## config.mk

```make
export PLATFORM = sky130hd
export DESIGN_NAME = spi_master_arbiter
export DESIGN_NICKNAME = d
export VERILOG_FILES = /design/src/rtl/spi_master_arbiter.sv
export SDC_FILE = /design/constraint.sdc
export NUM_CORES = 1
export LEC_CHECK = 0
export BUFFER_PORTS_ARGS = -buffer_cell sky130_fd_sc_hd__buf_2
export CORE_MARGIN = 3
export CORE_UTILIZATION = 49
export DETAILED_ROUTE_END_ITERATION = 10
export PLACE_DENSITY_LB_ADDON = 0.12
export REMOVE_ABC_BUFFERS = 1
export SYNTH_ARGS = -nofsm -noshare
export SYNTH_HDL_FRONTEND = slang
export SYNTH_SLANG_ARGS = --single-unit
```

## constraint.sdc

```tcl
create_clock -name clk_m -period 1.8 [get_ports clk_m]
set_input_delay 0 -clock clk_m [delete_from_list [all_inputs] [get_ports clk_m]]
set_output_delay 0 -clock clk_m [all_outputs]
set_load 0.03 [all_outputs]
```

## src/rtl/spi_master_arbiter.sv

```systemverilog
// Round-robin SPI master: shares one bus among NUM_REQ requesters, one slave select each,
// shifts a DATA_WIDTH word MSB-first and captures the MISO word in the same transfer.
module spi_master_arbiter #(
    parameter int   DATA_WIDTH = 8,
    parameter int   NUM_REQ    = 4,
    parameter int   CLK_DIV    = 4,
    parameter logic CPOL       = 1'b0,
    parameter logic CPHA       = 1'b0,
    parameter int   SS_SETUP   = 2,
    parameter int   SS_HOLD    = 2
) (
    input  logic                          clk_m,
    input  logic                          rst,
    input  logic [NUM_REQ-1:0]            req,
    input  logic [NUM_REQ*DATA_WIDTH-1:0] req_data,
    output logic [NUM_REQ-1:0]            grant,
    output logic                          done,
    output logic [DATA_WIDTH-1:0]         rx_data,
    output logic                          sclk,
    output logic [NUM_REQ-1:0]            ss,
    output logic                          mosi,
    input  logic                          miso
);
    localparam int PTR_W   = (NUM_REQ > 1) ? $clog2(NUM_REQ) : 1;
    localparam int DIV_W   = (CLK_DIV > 1) ? $clog2(CLK_DIV) : 1;
    localparam int EDGE_W  = $clog2(2*DATA_WIDTH) + 1;
    localparam int CNT_MAX = (SS_SETUP > SS_HOLD) ? SS_SETUP : SS_HOLD;
    localparam int CNT_W   = $clog2(CNT_MAX + 1);
    localparam logic [EDGE_W-1:0] LAST_EDGE = EDGE_W'(2*DATA_WIDTH);

    typedef enum logic [2:0] {IDLE, SETUP, XFER, HOLD, GAP} state_t;

    state_t                             state;
    logic [PTR_W-1:0]                   ptr;
    logic [CNT_W-1:0]                   cnt;
    logic [DIV_W-1:0]                   div_cnt;
    logic [EDGE_W-1:0]                  edge_cnt;
    logic [DATA_WIDTH-1:0]              tx_sr;
    logic [DATA_WIDTH-1:0]              rx_sr;
    logic [NUM_REQ-1:0][DATA_WIDTH-1:0] req_words;

    logic                               sel_found;
    logic [PTR_W-1:0]                   sel_idx;
    logic [NUM_REQ-1:0]                 sel_oh;
    logic [EDGE_W-1:0]                  e_next;
    logic                               do_sample;
    logic                               do_shift;

    assign req_words = req_data;

    function automatic logic [PTR_W-1:0] wrap_idx(input int v);
        return PTR_W'((v >= NUM_REQ) ? v - NUM_REQ : v);
    endfunction

    // First set request at or after the pointer, wrapping around.
    always_comb begin
        sel_found = 1'b0;
        sel_idx   = ptr;
        for (int k = 0; k < NUM_REQ; k++) begin
            if (!sel_found && req[wrap_idx(int'(ptr) + k)]) begin
                sel_found = 1'b1;
                sel_idx   = wrap_idx(int'(ptr) + k);
            end
        end
    end

    assign sel_oh = NUM_REQ'(1) << sel_idx;

    // e_next is the number of the sclk edge produced at this divider wrap.
    assign e_next    = edge_cnt + 1'b1;
    assign do_sample = CPHA ? ~e_next[0] : e_next[0];
    assign do_shift  = CPHA ? (e_next[0] && e_next != EDGE_W'(1))
                            : (~e_next[0] && e_next != LAST_EDGE);

    always_ff @(posedge clk_m or posedge rst) begin
        if (rst) begin
            state    <= IDLE;
            ptr      <= '0;
            cnt      <= '0;
            div_cnt  <= '0;
            edge_cnt <= '0;
            tx_sr    <= '0;
            rx_sr    <= '0;
            grant    <= '0;
            done     <= 1'b0;
            rx_data  <= '0;
            sclk     <= CPOL;
            ss       <= '1;
            mosi     <= 1'b0;
        end else begin
            done <= 1'b0;
            case (state)
                IDLE: begin
                    if (sel_found) begin
                        tx_sr <= req_words[sel_idx];
                        mosi  <= req_words[sel_idx][DATA_WIDTH-1];
                        grant <= sel_oh;
                        ss    <= ~sel_oh;
                        ptr   <= (sel_idx == PTR_W'(NUM_REQ-1)) ? '0 : sel_idx + PTR_W'(1);
                        cnt   <= '0;
                        state <= SETUP;
                    end
                end
                SETUP: begin
                    if (cnt == CNT_W'(SS_SETUP-1)) begin
                        cnt      <= '0;
                        div_cnt  <= '0;
                        edge_cnt <= '0;
                        rx_sr    <= '0;
                        state    <= XFER;
                    end else begin
                        cnt <= cnt + 1'b1;
                    end
                end
                XFER: begin
                    if (div_cnt == DIV_W'(CLK_DIV-1)) begin
                        div_cnt  <= '0;
                        edge_cnt <= e_next;
                        if (e_next == LAST_EDGE) begin
                            sclk  <= CPOL;
                            cnt   <= '0;
                            state <= HOLD;
                        end else begin
                            sclk <= ~sclk;
                        end
                        if (do_sample)
                            rx_sr <= {rx_sr[DATA_WIDTH-2:0], miso};
                        if (do_shift) begin
                            tx_sr <= {tx_sr[DATA_WIDTH-2:0], 1'b0};
                            mosi  <= tx_sr[DATA_WIDTH-2];
                        end
                    end else begin
                        div_cnt <= div_cnt + 1'b1;
                    end
                end
                HOLD: begin
                    if (cnt == CNT_W'(SS_HOLD-1)) begin
                        ss      <= '1;
                        grant   <= '0;
                        rx_data <= rx_sr;
                        done    <= 1'b1;
                        mosi    <= 1'b0;
                        state   <= GAP;
                    end else begin
                        cnt <= cnt + 1'b1;
                    end
                end
                // One guaranteed deselect cycle before the next arbitration.
                GAP:     state <= IDLE;
                default: state <= IDLE;
            endcase
        end
    end
endmodule

```

Word level (Yosys, flattened, before mapping)
Cells that the tools add are included.
{"block": "classes", "n_addsub": 11, "multipliers": 0, "div_mod_pow": 0, "n_lt_le_gt_ge": 9, "n_eq_ne": 16, "n_shift": 1, "mux": 63, "n_bitwise": 3, "n_reduce_logical": 24}
{"op": "$mux W2", "n": 16}
{"op": "$mux W8", "n": 4}
{"op": "$mux W7", "n": 3}
{"op": "$bmux W8 S2", "n": 1}
{"op": "$mux W4", "n": 4}
{"op": "$ne A2 B2 Y1 const B", "n": 8}
{"op": "$pmux W4 S2", "n": 2}
{"op": "$pmux W8 S2", "n": 1}
{"op": "$lt A2 B3 Y1 const B", "n": 5}
{"op": "$mux W1", "n": 15}
{"op": "$mux W3", "n": 5}
{"op": "$reduce_and A5 Y1", "n": 3}
{"op": "$pmux W7 S2", "n": 1}
{"op": "$pmux W3 S4", "n": 1}
{"op": "$mux W5", "n": 2}
{"op": "$pmux W5 S2", "n": 1}
{"op": "$ge A3 B3 Y1 const B", "n": 3}
{"op": "$bmux W1 S2", "n": 4}
{"op": "$pmux W2 S4", "n": 1}
{"op": "$reduce_and A2 Y1", "n": 4}
{"op": "$reduce_and A4 Y1", "n": 2}
{"op": "$sub A2 B1 Y2 const B", "n": 4}
{"op": "$add A2 B1 Y2 const B", "n": 3}
{"op": "$add A2 B2 Y3 const B", "n": 2}
{"op": "other kinds (21)", "n": 32}
{"block": "word_totals", "ff_bits": 48, "latch_bits": 0, "ram_bits": 0, "rom_bits": 0, "input_bits": 39, "out_inout_bits": 19, "wordCells": 140, "n_memories": 0}

Logic depth before layout (Yosys ltp)
{"block": "depth", "word_depth": 18, "depth_mapped": 9, "mapped_depth_nobuf": 8}

Worst setup path after synthesis
No wires, ideal clock.
{"block": "synth_timing", "path_type": "flip-flop to flip-flop", "from": "register ptr[1]", "to": "register ptr[1]", "setup_time_ns": 0.125, "arrival_time_ns": 1.817, "t_required_ns": 1.675, "setup_slack_ns": -0.142, "stages_incl_launch_ff": 8, "n_path_buf": 2, "synth_period_minus_slack_ns": 1.942, "cell_sequence": "dfrtp_1 -> and3b_1 -> or4_4 -> buf_6 -> nand2_8 -> buf_12 -> ha_1 -> mux2_2"}
{"block": "synth_via", "elab_chain_cells": 16, "word_cells_on_any_way": 41, "classes_between": "8 x add/sub; 4 x order compare; 1 x eq/ne; 21 x mux; 7 x reduce/logical"}
{"element": "start, declared", "line": "34", "text": "logic [PTR_W-1:0] ptr;"}
{"element": "start signal, assigned", "line": "99", "text": "ptr <= (sel_idx == PTR_W'(NUM_REQ-1)) ? '0 : sel_idx + PTR_W'(1);"}
{"element": "parallel branches: the longest is 16 deep, another holds $add A2 B1 Y3"}
Parallel ways; which one is timed is not known. The select of a mux whose other input is x is not followed.
A chain may end at the register's enable or synchronous reset.

Worst setup path after layout
{"block": "layout_timing", "from": "register ptr[1]", "to": "register tx_sr[1]"}
{"block": "layout_via", "elab_chain_cells": 18, "word_cells_on_any_way": 43, "classes_between": "7 x add/sub; 4 x order compare; 1 x eq/ne; 24 x mux; 7 x reduce/logical"}
{"element": "parallel branches: the longest is 18 deep, another holds $add A2 B1 Y3"}
{"element": "end signal, assigned", "line": "95", "text": "tx_sr <= req_words[sel_idx];"}
{"element": "end signal, assigned", "line": "129", "text": "tx_sr <= {tx_sr[DATA_WIDTH-2:0], 1'b0};"}
{"element": "end, declared", "line": "38", "text": "logic [DATA_WIDTH-1:0] tx_sr;"}
Parallel ways; which one is timed is not known. The select of a mux whose other input is x is not followed.

==> impl_metrics.tcl <==
set metrics [dict create \
    p_total_uw 2090 \
    wl_met2_mm 2.91 \
    die_h_microns 78.7 \
    die_x_microns 78.7 \
    cp_num_buf_inv 1 \
    start_util_pct 52.7 \
    required_ns 1.98 \
    cts_tree "yes" \
    hold_violations 0 \
    final_common_cell "nand2_1" \
    grt_pass1_wl_mm 10.4 \
    syn_area_per_cell_sq_um 9.08 \
    nets 423 \
    synth-async-reset-ratio_pct 100 \
    postPlaceCellArea_sq_um 3160 \
    dp_hpwl_mm 4.41 \
    grt_max_degree 25 \
    p_int_uw 1620 \
    yosys_warnings 0 \
    finalMaxSlewViolations 0 \
    final.setup.worst_slack_ns -0.0699 \
    port_buffers 57 \
    slowest_delay_ns 0.49 \
    num_vias 2318 \
    cap_violations 0 \
    crit_slowest_cell "or4_4" \
    final_antenna_net_count 0 \
    final.setup.tns_ns -0.493 \
    p_sw_uw 467 \
    slew_headroom_pct 65.9 \
    io_pins 58 \
    viasPerCell 5.22 \
    wl_met1_mm 2.70 \
    core_area_sq_um 4910 \
    clkTransAtPathRegs_ns 0.09 \
    die_area_sq_um 6190 \
    final_cell_area_sq_um 3350 \
    ir_drop_v 0.000425 \
    cts_made_buffers 5 \
    antenna_found_initial 0 \
    p_per_area_nw_per_um2 623 \
    drcViolationCount 0 \
    highest_layer "met4" \
    max_freq_ghz 0.535 \
    ys_types 40 \
    htreeDepth 2 \
    drt_wl_total_mm 5.96 \
    cpLargestDelayFamily "simple AND/OR/NAND/NOR gates" \
    seq_power_share_pct 52.2 \
    area_growth_pct 29.4 \
    synth.ff_latch_count 48 \
    cp-start-kind "flop" \
    clock-sinks 48 \
    leakagePower_uw 0.00168 \
    ys_seq_area_share_pct 46.6 \
    comb_power_share_pct 8.0 \
    violations "setup timing" \
    setup_viol 10 \
    final_cell_mix "nand2_1, buf_2, dfrtp_1" \
    wl_met3_microns 210 \
    clk_latency_ns 0.31 \
    synth_area_sq_um 2590 \
    critical_path_arrival_ns 2.05 \
    drtPass1Iterations 4 \
    worstPathMaxFanout 4 \
    path_cells "and3b_1 -> or4_4 -> buf_4 -> a221oi_2 -> a211o_1 -> a31oi_1" \
    hold_class "in -> reg" \
    diodes 0 \
    worst_pin_slew_ns 0.511 \
    worstHoldPathCells 3 \
    grt-ovfl-total 0 \
    status "complete, but fails checks" \
    syn_inst 285 \
    drt-initial-drc-count 119 \
    critPathCaptureType "flop" \
    cp.depth 6 \
    period_needed_ns 1.87 \
    ys.flop_type "dfrtp_1" \
    clockRootBuffer "clkbuf_8" \
    first_global_vias 2280 \
    clock_path_buffers 2 \
    worstSetupPathType "reg -> reg" \
    worstRegToRegCells 6 \
    drive_above_1_share_pct 32.6 \
    period_share_pct 104 \
    r2r_slack_ns -0.07 \
    rows 25 \
    avgRoutedWirePerCell_microns 13.4 \
    fin_worst_skew_ns 0.00997 \
    grt.total_usage_pct 21.2 \
    switching_share_pct 22.4 \
    rsz0062_at_grt "true" \
    synth_edf_count 0 \
    gp_congestion 0.878 \
    clkPwrFrac_pct 39.8 \
]
## worst reg2reg max path, delay by kind of cell, from the launching register on
kind / cells / cell delay (ns)
AND/OR/NAND/NOR: 2 / 0.67
buffers and inverters: 1 / 0.19
flip-flops: 1 / 0.40
AO/OA/AOI/OAI: 3 / 0.49
## metal layers
layer	vias up	global-route usage, %
li1	1173	-
met1	1083	26.2
met2	50	35.5
met3	12	4.47
met4	0	9.44
met5	-	0
## Yosys cell counts (2+ instances only)
| cell | n | area share (%) |
|---|---|---|
| a221oi_1 | 5 | 1.7 |
| nor3_1 | 5 | 0.97 |
| a21o_1 | 2 | 0.58 |
| ha_1 | 8 | 3.9 |
| o31ai_1 | 3 | 0.87 |
| nand3_1 | 6 | 1.2 |
| and2_1 | 8 | 1.9 |
| nand2_1 | 62 | 9.0 |
| mux2i_1 | 11 | 4.3 |
| o21ai_0 | 19 | 3.7 |
| mux2_2 | 4 | 1.7 |
| a21oi_1 | 15 | 2.9 |
| a211o_1 | 6 | 2.0 |
| inv_1 | 11 | 1.6 |
| nor2b_1 | 5 | 1.2 |
| a22o_1 | 3 | 1.0 |
| a211oi_1 | 2 | 0.58 |
| and3_1 | 3 | 0.73 |
| clkbuf_1 | 11 | 1.6 |
| a31oi_1 | 7 | 1.7 |
| nor2_1 | 17 | 2.5 |
| dfstp_2 | 4 | 4.1 |
| dfrtp_1 | 44 | 43 |
| nand2b_1 | 6 | 1.5 |
| o211ai_1 | 3 | 0.87 |
## power by group through the flow
stage          logic (uW)  registers (uW)  clock network [uW]
3_3_place_gp          157            1110                   0
6_report              167            1090                 829
5_1_grt               189            1090                 891
3_5_place_dp          162            1110                   0
2_1_floorplan        85.1            1110                   0
4_1_cts               169            1090                 854
## path summary, 6_finish.rpt
path / to / startpoint
max in group asynchronous: ss[1] / rst
min reg2reg: rx_data[7] / rx_sr[7]
min: mosi / req_data[23]
max: tx_sr[1] / ptr[1]
max reg2reg: tx_sr[1] / ptr[1]
min in group asynchronous: rx_data[6] / rst
## logic make-up after synthesis
kind of cell,count (synthesis),share of synthesized area [%]
buf+inv,25,4.54
compound gates,71,17.6
fa+ha+maj,8,3.87
simple gates,118,21.4
flops,48,46.6
mux,15,5.99
## sequential cells by signal, indices dropped and copies added, names as in the netlist
name	cells
cnt	2
div_cnt	2
grant	4
sclk	1
ptr	2
ss	4
rx_sr	8
edge_cnt	5
rx_data	8
mosi	1
state	3
tx_sr	7
done	1
## final cells by class
class / instances / area [sq um]
fillers: 415 / 1560
multi-input cells: 213 / 1310
flip-flops and latches: 48 / 1210
repair buffers: 96 / 583
well taps: 67 / 83.8
clock buffers: 6 / 82.6
inverters: 12 / 45.0
clock inverters: 2 / 38.8
## stage by stage
| step | hold WS [ns] | util [%] | std cells | worst slack (ns) |
|---|---|---|---|---|
| floorplan | 0.136 | - | 272 | -0.351 |
| global route | 0.0556 | 68.2 | 444 | -0.150 |
| CTS | 0.0109 | 67.6 | 444 | -0.0448 |
| global placement | 0.0672 | 64.3 | 432 | -0.0241 |
| detailed placement | 0.0721 | 64.3 | 432 | -0.0720 |
| finish | 0.0211 | 68.2 | 444 | -0.0699 |
## what timing repair did
item                                    4_1_cts  5_1_grt
hold endpoints to repair                     23        0
endpoints found under the setup margin       10       17
pin swaps                                     1        0
buffers inserted                              1        0
resized for setup                             1        9
gates cloned                                  1        0
hold buffers                                  2        0
Note: power is estimated with default switching activity, not from simulation.
